$ cat config.mk
export PLATFORM = sky130hd
export DESIGN_NAME = fpu_arbiter
export DESIGN_NICKNAME = d
export VERILOG_FILES = /design/src/rtl/fpu_arbiter.sv
export SDC_FILE = /design/constraint.sdc
export NUM_CORES = 1
export LEC_CHECK = 0
export BUFFER_PORTS_ARGS = -buffer_cell sky130_fd_sc_hd__buf_2
export CAP_MARGIN = 20
export CORE_AREA = 3 3 111 113
export CTS_BUF_LIST = sky130_fd_sc_hd__clkbuf_2 sky130_fd_sc_hd__clkbuf_4 sky130_fd_sc_hd__clkbuf_8
export DETAILED_ROUTE_END_ITERATION = 8
export DIE_AREA = 0 0 114 116
export PLACE_DENSITY = 0.75
export SYNTH_ARGS = -nofsm -noshare
export SYNTH_HDL_FRONTEND = slang
export SYNTH_SLANG_ARGS = --single-unit
$ cat constraint.sdc
create_clock -name clk -period 3.02 [get_ports clk]
set_clock_uncertainty 0.05 [all_clocks]
set_input_delay 0.151 -clock clk [delete_from_list [all_inputs] [get_ports clk]]
set_output_delay 0.151 -clock clk [all_outputs]
set_load 0.005 [all_outputs]
$ cat src/rtl/fpu_arbiter.sv
// fpu_arbiter
//   Shares one FPU between two requesters. One operation is in flight at a
//   time. Each operation walks IDLE -> ISSUE -> CAPT -> RESP -> IDLE.
//
// Handshakes: a transfer happens on a rising edge where valid and ready are
//   both high in the preceding cycle. Ready never depends on the same-side
//   valid being held from a prior cycle, and a valid request may be held
//   across cycles without being dropped.
//
// Ports
//   clk, rst     : clock, synchronous active-high reset
//   req_valid[1:0], req_ready[1:0] : per-requester request handshake
//   req_a/req_b  : packed 32-bit operands, requester i owns bits [32i+31:32i]
//   req_op       : packed 3-bit opcodes, requester i owns bits [3i+2:3i]
//   fpu_a/fpu_b/fpu_opcode : registered operands to the shared FPU
//   fpu_result   : FPU result, valid one clock after operands are presented
//   resp_valid, resp_ready : response handshake
//   resp_data, resp_id     : captured result and owning requester
//   busy         : high whenever not IDLE
//   op_count     : completed responses, wraps modulo 2^CNT_W
module fpu_arbiter #(
    parameter int CNT_W = 16
) (
    input  logic             clk,
    input  logic             rst,
    input  logic [1:0]       req_valid,
    output logic [1:0]       req_ready,
    input  logic [63:0]      req_a,
    input  logic [63:0]      req_b,
    input  logic [5:0]       req_op,
    output logic [31:0]      fpu_a,
    output logic [31:0]      fpu_b,
    output logic [2:0]       fpu_opcode,
    input  logic [31:0]      fpu_result,
    output logic             resp_valid,
    input  logic             resp_ready,
    output logic [31:0]      resp_data,
    output logic             resp_id,
    output logic             busy,
    output logic [CNT_W-1:0] op_count
);

    typedef enum logic [1:0] {
        IDLE  = 2'd0,
        ISSUE = 2'd1,
        CAPT  = 2'd2,
        RESP  = 2'd3
    } state_t;

    state_t state;
    state_t state_nxt;

    logic last_grant;
    logic owner;
    logic grant;
    logic accept;
    logic resp_fire;

    // Next state, grant and handshake decode
    always_comb begin
        state_nxt = state;
        grant     = 1'b0;
        accept    = 1'b0;
        resp_fire = 1'b0;
        req_ready = 2'b00;

        // Round-robin: on contention the requester that did not win last time
        // gets the grant; a lone requester always wins.
        if (req_valid == 2'b11) begin
            grant = ~last_grant;
        end else begin
            grant = req_valid[1];
        end

        // Ready is withheld during reset so no request is consumed by the
        // reset edge.
        if (state == IDLE && (|req_valid) && !rst) begin
            accept    = 1'b1;
            req_ready = grant ? 2'b10 : 2'b01;
        end

        resp_fire = (state == RESP) && resp_ready;

        case (state)
            IDLE:    if (accept)    state_nxt = ISSUE;
            ISSUE:   state_nxt = CAPT;
            CAPT:    state_nxt = RESP;
            RESP:    if (resp_fire) state_nxt = IDLE;
            default: state_nxt = IDLE;
        endcase
    end

    always_ff @(posedge clk) begin
        if (rst) begin
            state      <= IDLE;
            last_grant <= 1'b1;
            owner      <= 1'b0;
            fpu_a      <= 32'd0;
            fpu_b      <= 32'd0;
            fpu_opcode <= 3'd0;
            resp_valid <= 1'b0;
            resp_data  <= 32'd0;
            resp_id    <= 1'b0;
            op_count   <= '0;
        end else begin
            state <= state_nxt;

            if (accept) begin
                fpu_a      <= grant ? req_a[63:32] : req_a[31:0];
                fpu_b      <= grant ? req_b[63:32] : req_b[31:0];
                fpu_opcode <= grant ? req_op[5:3]  : req_op[2:0];
                owner      <= grant;
                last_grant <= grant;
            end

            // The FPU registered its result at the end of ISSUE, so it is
            // present on fpu_result throughout CAPT.
            if (state == CAPT) begin
                resp_data  <= fpu_result;
                resp_id    <= owner;
                resp_valid <= 1'b1;
            end

            if (resp_fire) begin
                resp_valid <= 1'b0;
                op_count   <= op_count + CNT_W'(1);
            end
        end
    end

    assign busy = (state != IDLE);

endmodule

Word-level counts from Yosys, hierarchy flattened
Cells that the tools add are included.
- bits in latches: 0
- output and inout port bits: 120
- ROM bits: 0
- bits in registers: 121
- memory bits (writable): 0
- memories kept: 0
- bitwise operators: 1
- add/subtract/negate cells: 1
- $mul: 0
- reduce and logical (&&, ||, !) cells: 9
- shift operators: 0
- div/mod/pow operators: 0
- eq/ne operators: 6
- magnitude comparators: 0
- mux-type cells: 10
- operators with widths (cell ; count):
    $mux W32 ; 2
    $add A16 B1 Y16 const B ; 1
    $mux W2 ; 4
    $pmux W2 S4 ; 1
    $eq A2 B2 Y1 const B ; 3
    $ne A2 B2 Y1 const B ; 2
    $reduce_or A2 Y1 ; 2
    $logic_and A1 B1 Y1 ; 3
    $mux W3 ; 1
    $eq A2 B1 Y1 const B ; 1
    $logic_not A2 Y1 ; 1
    $mux W1 ; 2
    $reduce_and A2 Y1 ; 1
    $reduce_bool A2 Y1 ; 1
    $logic_not A1 Y1 ; 1
    $not A1 Y1 ; 1

Depth between registers and ports, before layout
- word-level depth: 6
- gate-level depth with buffers: 8
- depth with buffers taken out: 6

Least setup slack after synthesis
OpenSTA, ideal clock, no wires.
- path type: register to register
- from: reg state[1]
- to: reg op_count[14]
- path buffers: 0
- stages on the path, launching flop included: 6
- library setup time: 71 ps
- slack: 1227 ps
- data required time: 2899 ps
- data arrival time: 1672 ps
- period minus slack after synthesis: 1793 ps
- cells stage by stage: dfxtp_1 > ha_1 > nand2_1 > or3_4 > or4_1 > a21oi_1
- cells in the longest elaborated chain, start to end: 2
- RTL lines (element ; line ; RTL):
    start: declaration ; 50 ; state_t state;
    start signal: assignment ; 106 ; state <= state_nxt;
    $eq A2 B2 Y1 ; 82 ; resp_fire = (state == RESP) && resp_ready;
    $logic_and A1 B1 Y1 ; 82 ;
    end signal: assignment ; 126 ; op_count <= op_count + CNT_W'(1);
    end: declaration ; 40 ; output logic [CNT_W-1:0] op_count
Every way passes these cells.
A chain may end at the register's enable or synchronous reset.

Final worst setup path
- from: reg state[1]
- to: reg fpu_opcode[0]
- cells in the longest elaborated chain, start to end: 4
- RTL lines (element ; line ; RTL):
    $logic_not A2 Y1 ; 77 ; if (state == IDLE && (|req_valid) && !rst) begin
    $logic_and A1 B1 Y1 (2 in series) ; 77 ;
    $mux W1 ; 77 ;
    end signal: assignment ; 111 ; fpu_opcode <= grant ? req_op[5:3] : req_op[2:0];
    end: declaration ; 33 ; output logic [2:0] fpu_opcode,
Every way passes these cells.

==> metrics.md <==
| Metric | Value |
|---|---|
| Critical Path End Type | register |
| DR WL met3 | 1830 um |
| # clock sinks | 121 |
| Cts hold-fix bufs | 166 |
| Multi-input logic area | 0.00193 mm^2 |
| Synthesized area | 0.00450 mm^2 |
| CTS Buffer Depth | 2 |
| Rel. slew slack | 0.488 |
| Root buffer cell | clkbuf_8 |
| Row cnt | 39 |
| R2R depth | 8 |
| RSZ-0062 raised after global routing | false |
| Die height | 116 um |
| Max Cap Viol | 0 |
| Post-layout nets | 1068 |
| CTS tree | yes |
| Number of setup violations in the final report | 0 |
| Vias | 5780 |
| Setup_tns | 0 ns |
| Internal Power | 3.77 mW |
| Top Layer Used | met4 |
| Number of flops mapped to enable cells by yosys | 0 |
| Fmax | 0.353 GHz |
| Slowest cell on the critical path | dlygate4sd3_1 |
| Critical Path RT | 3.33 ns |
| Initial Utilization | 0.394 |
| Worst Hold Class | input port to register |
| First-pass GRT wire length | 29600 um |
| WS Path Type | register to register |
| Top FF cell, synth | dfxtp_1 |
| Die X | 114 um |
| Most common library cells after synthesis | dfxtp_1, nor2_1, a222oi_1 |
| Post-detailed-route count of antenna-violating nets | 0 |
| TritonCTS Buffers | 17 |
| Initial antenna violation count | 1 |
| Syn-to-layout area delta | 82.0% |
| Crit path DAT | 3.15 ns |
| Fin. Hold Viols | 0 |
| Pre-Repair DR Iteration Count | 9 |
| Port bufs | 290 |
| Minimum clock period | 2.84 ns |
| Vias in the first global route | 5772 |
| Status | finished with violations |
| Routed WL per cell | 19.0 um |
| Syn avg cell area | 9.96 um^2 |
| Crit path max fanout | 68 |
| Number of synthesized register bits | 121 |
| Synthesized Nets | 627 |
| Top-area cell type share of the netlist area | 0.538 |
| Startpoint types | register |
| Failing checks | design-rule violations |
| Cell-by-cell trace of the critical path | inv_1 -> ha_1 -> nand2_1 -> a211oi_4 -> buf_4 -> a222oi_1 -> dlygate4sd3_1 -> nor2_1 |
| Period utilization | 0.939 |
| Hold endpoint | state[0]$_SDFFE_PP0P_ |
| Total GRT Usage | 0.289 |
| Worst Tran Pin Value | 0.768 ns |
| GP Congestion | 0.804 |
| Crit Reg-Reg Endpoint | fpu_opcode[0]$_SDFFE_PP0P_ |
| Synth Instances | 452 |
| Clock latency on the worst-skew pair | 0.44 ns |
| Largest net degree at the start of global routing | 74 |
| Register area share after synthesis | 0.538 |
| Switch Pwr | 1.59 mW |
| Finished Core Util | 0.718 |
| Cell variety after synth | 30 |
| Asr flop ratio synth | 0 |
| # DRC | 22 |
| IO Count | 291 |
| Clock transition at path regs | 0.07 ns |
| P_leak | 3.67 nW |
| Reg-to-Reg Start | state[1]$_SDFFE_PP0P_ |
| Post-CTS Setup Inserts | 0 |
| P per Cell Area | 655 mW/mm^2 |
| Most numerous cell in the Yosys netlist | dfxtp_1 |
| Seq. cell area | 0.00242 mm^2 |
| Cts repair resizes | 0 |
| Die ar. | 0.0132 mm^2 |
| Clk pwr share | 0.311 |
| Largest stage delay, worst path | 0.63 ns |
| Post-DR vias/cell | 5.50 |
| Yosys top cell by area | dfxtp_1 |
| Core Box Area | 0.0114 mm^2 |
| Max Slew Vio Count | 0 |
| Peak supply drop | 0.000409 V |
| Overflow after GRT | 0 |
| Reg power frac | 0.373 |
| Routed length on met1 | 6910 um |
| WHS Path Cells | 4 |
| Hold Startpoint | resp_ready |
| Routed wl met2 | 10200 um |
| Share of cells above drive strength 1 | 0.371 |
| Fillers | 754 |
| Synth warnings | 0 |
| Combinational power share | 0.315 |
| Dpl hpwl | 10100 um |
| R2r setup slk | 0.18 ns |
| WL final | 19900 um |
| Largest cells by area after synthesis | dfxtp_1, a222oi_1, nor2_1, mux2i_1, clkbuf_1 |
| Switching part of the total power | 0.297 |
| Iteration-0 DRC Markers | 838 |
| # H-tree levels | 4 |
==> worst max-delay path, delay by kind of cell (launching register included) <==
kind	cells	cell delay [ns]
adder cells (fa/ha/maj)	1	0.29
AND/OR/NAND/NOR	2	0.32
buffers and inverters	3	1.31
AO/OA/AOI/OAI	2	0.41
flip-flops	1	0.34
==> placed cells by master, fill, tap and decap left out, drive strengths merged, types with 2 or more instances in the layout <==
cell	Yosys	final
buf	8	296
dlygate4sd3	0	166
dfxtp	121	121
nor2	118	118
a222oi	67	67
mux2i	34	34
clkbuf	32	25
nand2	10	10
xnor2	9	9
nor3	7	7
inv	6	6
a21oi	6	6
nand4	5	5
nor4	4	4
bufinv	0	4
nand3	4	4
ha	4	4
nor2b	3	3
xor2	3	3
or3	3	3
clkinv	0	2
o21ai	2	2
==> per-layer routing <==
layer,vias to the layer above,GRT usage
li1,2569,-
met1,2709,0.299
met2,415,0.507
met3,87,0.0898
met4,0,0.183
met5,-,0
==> area by class of cell <==
cell class | count | area share
clock buffers | 25 | 0.0389
multi-input cells | 285 | 0.235
repair buffers | 462 | 0.389
inverters | 6 | 0.00275
well taps | 143 | 0.0218
diodes | 1 | 0.000305
flip-flops and latches | 121 | 0.296
clock inverters | 7 | 0.0168
==> sequential cells by signal (all words and copies together) (netlist names) <==
signal and count:
resp_data 32, resp_valid 1, owner 1, fpu_b 32
op_count 16, fpu_a 32, fpu_opcode 3, last_grant 1
state 2, resp_id 1
==> through the flow <==
stage / cells / hold WS, ns / worst slack, ns / instance area, um^2 / total power [mW]
finish: 1050 / 0.0649 / 0.184 / 8200 / 5.37
global placement: 850 / 0.333 / 1.02 / 6050 / 3.13
detailed placement: 850 / 0.350 / 0.872 / 6050 / 3.17
global route: 1050 / 0.0741 / 0.0240 / 8200 / 5.61
floorplan: 452 / 0.248 / 1.23 / 4500 / 2.65
CTS: 1048 / 0.0382 / 0.305 / 8170 / 5.24
==> power by group through the flow <==
stage	logic [mW]	clock network, mW	registers [mW]
after floorplan	0.636	0	2.02
after global placement	1.13	0	2.00
after detailed placement	1.16	0	2.00
after CTS	1.57	1.69	1.98
after global routing	1.82	1.76	2.02
final	1.69	1.67	2.00
==> cells by family after synthesis <==
logic type	share of synthesized area
AO/OA/AOI/OAI	0.164
buffers and inverters	0.0397
XOR/XNOR	0.0233
AND/OR/NAND/NOR	0.145
adder cells (fa/ha/maj)	0.0111
flip-flops	0.538
multiplexers	0.0781
==> worst max-delay path by stage <==
| stage | slack [ns] | cells after the start | end | startpoint |
|---|---|---|---|---|
| after floorplan | 1.23 | 5 | op_count[14]$_SDFFE_PP0P_ | state[1]$_SDFFE_PP0P_ |
| after global placement | 1.02 | 7 | fpu_b[11]$_SDFFE_PP0P_ | state[0]$_SDFFE_PP0P_ |
| after detailed placement | 0.87 | 7 | fpu_a[30]$_SDFFE_PP0P_ | state[1]$_SDFFE_PP0P_ |
| after CTS | 0.31 | 8 | fpu_a[30]$_SDFFE_PP0P_ | state[1]$_SDFFE_PP0P_ |
| after global routing | 0.02 | 8 | fpu_opcode[0]$_SDFFE_PP0P_ | state[0]$_SDFFE_PP0P_ |
| final | 0.18 | 8 | fpu_opcode[0]$_SDFFE_PP0P_ | state[1]$_SDFFE_PP0P_ |
Power figures use the tool's default switching activity.
